**src/rtl/divider_pkg.sv**
```systemverilog
// Shared types and constants for the sequential restoring divider.
// Build with SEQ_DIVIDER_SIGNED_EN for two's-complement operation.
package divider_pkg;

    localparam int DEF_WIDTH = 8;

    function automatic int cnt_width(input int w);
        return $clog2(w);
    endfunction

    localparam int CNT_W = cnt_width(DEF_WIDTH);

    typedef enum logic [1:0] {
        IDLE,
        ITER,
        FIX,
        DONE
    } state_t;

endpackage

```
**src/rtl/trial_subtractor.sv**
```systemverilog
// Combinational trial subtraction R - D for one restoring step.
// nonneg is high when the shifted partial remainder covers D.
module trial_subtractor
    import divider_pkg::*;
#(
    parameter int WIDTH = DEF_WIDTH
) (
    input  logic [WIDTH:0]   rem,
    input  logic [WIDTH-1:0] den,
    output logic [WIDTH:0]   diff,
    output logic             nonneg
);

    logic [WIDTH+1:0] wide;

    assign wide   = {1'b0, rem} - {2'b00, den};
    assign diff   = wide[WIDTH:0];
    assign nonneg = ~wide[WIDTH+1];

endmodule

```
**src/rtl/seq_divider.sv**
```systemverilog
// Multi-cycle shift-subtract divider, WIDTH+2 cycle latency.
// SEQ_DIVIDER_SIGNED_EN selects signed operands; default is unsigned.
module seq_divider
    import divider_pkg::*;
#(
    parameter int WIDTH = DEF_WIDTH
) (
    input  logic             clock,
    input  logic             reset,
    input  logic             start,
    input  logic [WIDTH-1:0] dividend,
    input  logic [WIDTH-1:0] divisor,
    output logic [WIDTH-1:0] quotient,
    output logic [WIDTH-1:0] remainder,
    output logic             busy,
    output logic             done,
    output logic             div_by_zero,
    output logic             overflow
);

    localparam int CW = cnt_width(WIDTH);
    localparam logic [CW-1:0] LAST = CW'(WIDTH - 1);

    state_t state_q;
    state_t state_d;

    logic [WIDTH-1:0] qs;
    logic [WIDTH:0]   r;
    logic [WIDTH-1:0] d;
    logic [CW-1:0]    cnt;
    logic [WIDTH-1:0] n_raw;
    logic             zero_d;

    logic [WIDTH-1:0] abs_n;
    logic [WIDTH-1:0] abs_d;
    logic [WIDTH:0]   r_sh;
    logic [WIDTH:0]   diff;
    logic             nonneg;
    logic             accept;

`ifdef SEQ_DIVIDER_SIGNED_EN
    localparam logic [WIDTH-1:0] MOST_NEG = {1'b1, {(WIDTH-1){1'b0}}};

    logic sgn_n;
    logic sgn_q;
    logic min_neg;
    logic ovf_q;

    assign abs_n    = dividend[WIDTH-1] ? -dividend : dividend;
    assign abs_d    = divisor[WIDTH-1] ? -divisor : divisor;
    assign overflow = ovf_q;
`else
    assign abs_n    = dividend;
    assign abs_d    = divisor;
    assign overflow = 1'b0;
`endif

    assign accept = (state_q == IDLE) && start;
    assign r_sh   = {r[WIDTH-1:0], qs[WIDTH-1]};

    trial_subtractor #(
        .WIDTH (WIDTH)
    ) u_trial (
        .rem    (r_sh),
        .den    (d),
        .diff   (diff),
        .nonneg (nonneg)
    );

    always_ff @(posedge clock) begin
        if (reset) begin
            state_q <= IDLE;
        end else begin
            state_q <= state_d;
        end
    end

    always_comb begin
        state_d = state_q;
        unique case (state_q)
            IDLE: begin
                if (start) begin
                    state_d = ITER;
                end
            end
            ITER: begin
                if (cnt == LAST) begin
                    state_d = FIX;
                end
            end
            FIX:     state_d = DONE;
            DONE:    state_d = IDLE;
            default: state_d = IDLE;
        endcase
    end

    always_comb begin
        busy = 1'b0;
        done = 1'b0;
        unique case (1'b1)
            (state_q == ITER): busy = 1'b1;
            (state_q == FIX):  busy = 1'b1;
            (state_q == DONE): done = 1'b1;
            default: ;
        endcase
    end

    always_ff @(posedge clock) begin
        if (reset) begin
            qs          <= '0;
            r           <= '0;
            d           <= '0;
            cnt         <= '0;
            n_raw       <= '0;
            zero_d      <= 1'b0;
            quotient    <= '0;
            remainder   <= '0;
            div_by_zero <= 1'b0;
`ifdef SEQ_DIVIDER_SIGNED_EN
            sgn_n       <= 1'b0;
            sgn_q       <= 1'b0;
            min_neg     <= 1'b0;
            ovf_q       <= 1'b0;
`endif
        end else if (accept) begin
            qs     <= abs_n;
            d      <= abs_d;
            r      <= '0;
            cnt    <= '0;
            n_raw  <= dividend;
            zero_d <= (divisor == '0);
`ifdef SEQ_DIVIDER_SIGNED_EN
            sgn_n   <= dividend[WIDTH-1];
            sgn_q   <= dividend[WIDTH-1] ^ divisor[WIDTH-1];
            min_neg <= (dividend == MOST_NEG) && (divisor == '1);
`endif
        end else if (state_q == ITER) begin
            r   <= nonneg ? diff : r_sh;
            qs  <= {qs[WIDTH-2:0], nonneg};
            cnt <= cnt + 1'b1;
        end else if (state_q == FIX) begin
            div_by_zero <= zero_d;
`ifdef SEQ_DIVIDER_SIGNED_EN
            ovf_q <= min_neg && !zero_d;
            if (zero_d) begin
                quotient  <= '1;
                remainder <= n_raw;
            end else if (min_neg) begin
                quotient  <= MOST_NEG;
                remainder <= '0;
            end else begin
                quotient  <= sgn_q ? -qs : qs;
                remainder <= sgn_n ? WIDTH'(-r) : WIDTH'(r);
            end
`else
            if (zero_d) begin
                quotient  <= '1;
                remainder <= n_raw;
            end else begin
                quotient  <= qs;
                remainder <= WIDTH'(r);
            end
`endif
        end
    end

endmodule

```
**config.mk**
```make
export PLATFORM = sky130hd
export DESIGN_NAME = seq_divider
export DESIGN_NICKNAME = d
export VERILOG_FILES = /design/src/rtl/divider_pkg.sv /design/src/rtl/trial_subtractor.sv /design/src/rtl/seq_divider.sv
export SDC_FILE = /design/constraint.sdc
export NUM_CORES = 1
export LEC_CHECK = 0
export BUFFER_PORTS_ARGS = -buffer_cell sky130_fd_sc_hd__buf_2
export CELL_PAD_IN_SITES_DETAIL_PLACEMENT = 2
export CELL_PAD_IN_SITES_GLOBAL_PLACEMENT = 2
export CORE_MARGIN = 2
export CORE_UTILIZATION = 30
export DETAILED_ROUTE_END_ITERATION = 10
export PLACE_DENSITY = 0.76
export RECOVER_POWER = 25
export SLEW_MARGIN = 20
export SYNTH_ARGS = -nofsm -noshare
export SYNTH_HDL_FRONTEND = slang
export SYNTH_SLANG_ARGS = --single-unit
export TNS_END_PERCENT = 10
```
**constraint.sdc**
```tcl
create_clock -name clock -period 1.9 [get_ports clock]
set_input_delay 0.095 -clock clock [delete_from_list [all_inputs] [get_ports clock]]
set_output_delay 0.095 -clock clock [all_outputs]
set_load 0.005 [all_outputs]
```
==> results.py <==
metrics = {
    "floorplanning": {
        "dieArea_um2": 9610,
        "start_util_pct": 30.7,
        "io_pins": 39,
        "die_y_um": 98.0,
        "core-area_um2": 8640,
        "rows": 34,
        "fp.dieW_um": 98.0,
    },
    "pwr": {
        "cellPowerDensity_nw_per_um2": 1740,
        "ir_drop_v": 0.000546,
        "leakage_nw": 1.32,
    },
    "worst_setup_path": {
        "worstSetupPathType": "register to register",
        "max_stage_delay_ps": 340,
        "crit_path_start_kind": "register",
        "cp_max_fo": 2,
        "crit_start": "qs[7]$_SDFFE_PP0P_",
        "critPathBufInv": 1,
        "crit_chain": "inv_2 > ha_4 > fa_2 > nor2b_2 > o31a_1 > o21a_1 > or3_1 > nand3_1 > a31oi_1",
        "r2r-start": "qs[7]$_SDFFE_PP0P_",
        "cp.arrival_ps": 2090,
        "cp_slowest_cell": "dfxtp_2",
        "critical-path-top-delay-family": "compound AO/OA/AOI/OAI gates",
        "required_ps": 2090,
        "crit_path_end_kind": "register",
    },
    "timing": {
        "timing.final.hold_violations": 0,
        "fin_crit_ps": 1900,
        "finalSetupTns_ps": -0.501,
        "fmax_ghz": 0.526,
        "drv_slew": 0,
        "setup_slack_ps": -0.501,
        "skew_ps": 12.4,
        "fin_crit_sh_pct": 100,
        "rsz0062_at_grt": "true",
        "setup_viol": 1,
    },
    "global_route": {
        "antenna_found_initial": 0,
        "grtUsageTotal_pct": 17.0,
        "grt_pass1_vias": 2666,
        "grt_pass1_wl_um": 13200,
        "grt_max_degree": 44,
        "gr-total-overflow": 0,
    },
    "synthesis": {
        "syn_nets": 345,
        "yosysSeqAreaShare_pct": 41.5,
        "synth_cell_types": 43,
        "yosysWarnings": 0,
        "async_reset_ff_share_pct": 0,
        "synth_ff_type": "dfxtp_1",
        "synth_area_leaders": "dfxtp_1 (42%), ha_1 (7.1%), nand2_1 (6.5%), mux2i_1 (6.0%), a21oi_1 (5.7%)",
        "synth_edf_count": 0,
        "synthCells": 310,
        "synth_top_area_share_pct": 41.5,
        "synth.largest_area_cell": "dfxtp_1",
        "syn_avg_cell_area_um2": 8.55,
        "synth-seq-cells": 55,
        "synth_area_um2": 2650,
    },
    "layout": {
        "final_common_cell": "dfxtp_1",
        "antennaDiodeCount": 0,
        "fin_util_pct": 38.4,
        "drive_above_1_share_pct": 26.8,
        "area_growth_pct": 25.2,
        "mostFrequentLayoutCells": "dfxtp_1 (48), nand2_1 (45), nor2_1 (37)",
        "stdcell_area_um2": 3320,
        "layout.nets": 396,
    },
    "clocking": {
        "cts.reportedPaths.clkPinSlew_ps": 100,
        "cts_buffers": 5,
        "h-tree-depth": 2,
        "hold_buffers": 0,
        "clk_path_buf_depth": 2,
        "clkSinkCount": 55,
        "insertion_delay_ps": 310,
        "cts-root-buf": "clkbuf_8",
        "cts_tree": "built",
    },
    "detailed_routing": {
        "ant_nets": 0,
        "wl_per_cell_um": 17.0,
        "remaining_drc_errors": 0,
        "via_count": 2374,
        "via_per_inst": 5.05,
        "drt-initial-drc-count": 50,
        "drt_pass1_iterations": 4,
        "routed_wl_um": 7970,
    },
    "min_path": {
        "min_path_type": "primary input to register",
        "min_from": "divisor[2]",
    },
    "placed_design": {
        "routabilityCongestion": 0.804,
        "hpwl_um": 5830,
        "place_ws_ps": -105,
        "portBuffers": 37,
        "placed_cell_area_um2": 3070,
    },
    "run_status": {
        "violations": "negative setup slack",
        "status": "complete, but fails checks",
    },
    "job": {
        "maxCapViolations": 0,
    },
}
-- cell type report --
| cell class | count | area (um2) |
|---|---|---|
| fillers | 1031 | 5320 |
| multi-input cells | 220 | 1530 |
| flip-flops and latches | 55 | 1110 |
| repair buffers | 64 | 392 |
| well taps | 108 | 135 |
| clock buffers | 7 | 86.3 |
| inverters | 15 | 56.3 |
| clock inverters | 1 | 8.76 |
-- cells in the mapped netlist, types with 2 or more instances --
library cell and n:
xnor2_1 3, o22ai_1 2, mux2i_1 16, a21oi_1 30
o21ai_0 11, ha_1 15, a211oi_1 17, nor2b_1 2
mux2_2 6, o21a_1 3, nor4_1 2, o2111ai_1 2
nand2b_1 2, nor2_1 38, inv_1 15, nand3_1 3
buf_2 2, a21o_1 2, and3_1 2, dfxtp_1 55
clkbuf_1 15, nand2_1 46
-- power by group --
group | internal [mW] | leakage [nW] | total (mW) | switching, mW
Sequential | 1.48 | 0.452 | 1.72 | 0.232
Clock | 0.300 | 0.0484 | 0.687 | 0.387
Combinational | 1.57 | 0.820 | 3.38 | 1.82
Total | 3.35 | 1.32 | 5.79 | 2.44
-- repair_timing --
action,4_1_cts,5_1_grt
setup buffers,3,2
pin swaps,9,11
endpoints found under the setup margin,8,9
resized for setup,19,12
-- worst paths after layout --
path | cells past startpoint | slack, ps | end
worst max-delay path | 9 | -0.5 | r[6]$_SDFFE_PP0P_
worst min-delay path | 3 | 20 | d[2]$_SDFFE_PP0P_
worst max register to register | 9 | -0.5 | r[6]$_SDFFE_PP0P_
worst min register to register | 2 | 460 | d[5]$_SDFFE_PP0P_
-- state kept, by name, indices dropped and copies added, names as in the netlist --
register / count
d: 8
n_raw: 8
qs: 8
quotient: 8
r: 8
remainder: 8
cnt: 3
state_q: 2
div_by_zero: 1
zero_d: 1
-- through the flow --
stage	total power, mW	std cells	hold slack [ps]
after floorplan	3.67	310	231
after global placement	4.51	457	351
after detailed placement	4.68	457	358
after CTS	5.68	468	18.7
after global routing	6.28	470	27.0
final	5.79	470	24.2
-- worst reg2reg max path, delay by kind of cell, from the launching register on --
kind / cells / cell delay [ps]
simple gates: 3 / 470
compound gates: 3 / 530
flops: 1 / 340
fa+ha+maj: 2 / 370
buf+inv: 1 / 70
-- logic make-up after synthesis --
family	count (synthesis)	synth area share (%)
compound gates	76	19.2
flops	55	41.5
other cells	1	0.141
fa+ha+maj	16	7.83
xor+xnor	3	0.991
simple gates	102	16.3
mux	22	8.59
buf+inv	35	5.47
-- routing by layer --
layer,share of wire [%],wire length (um),vias up,GRT usage (%)
met4,0.67,53,0,3.21
met1,46,3630,1174,21.3
li1,-,-,1173,-
met3,1.9,154,4,2.15
met5,0,0,-,0
met2,52,4130,23,31.3
Power figures use the tool's default switching activity.
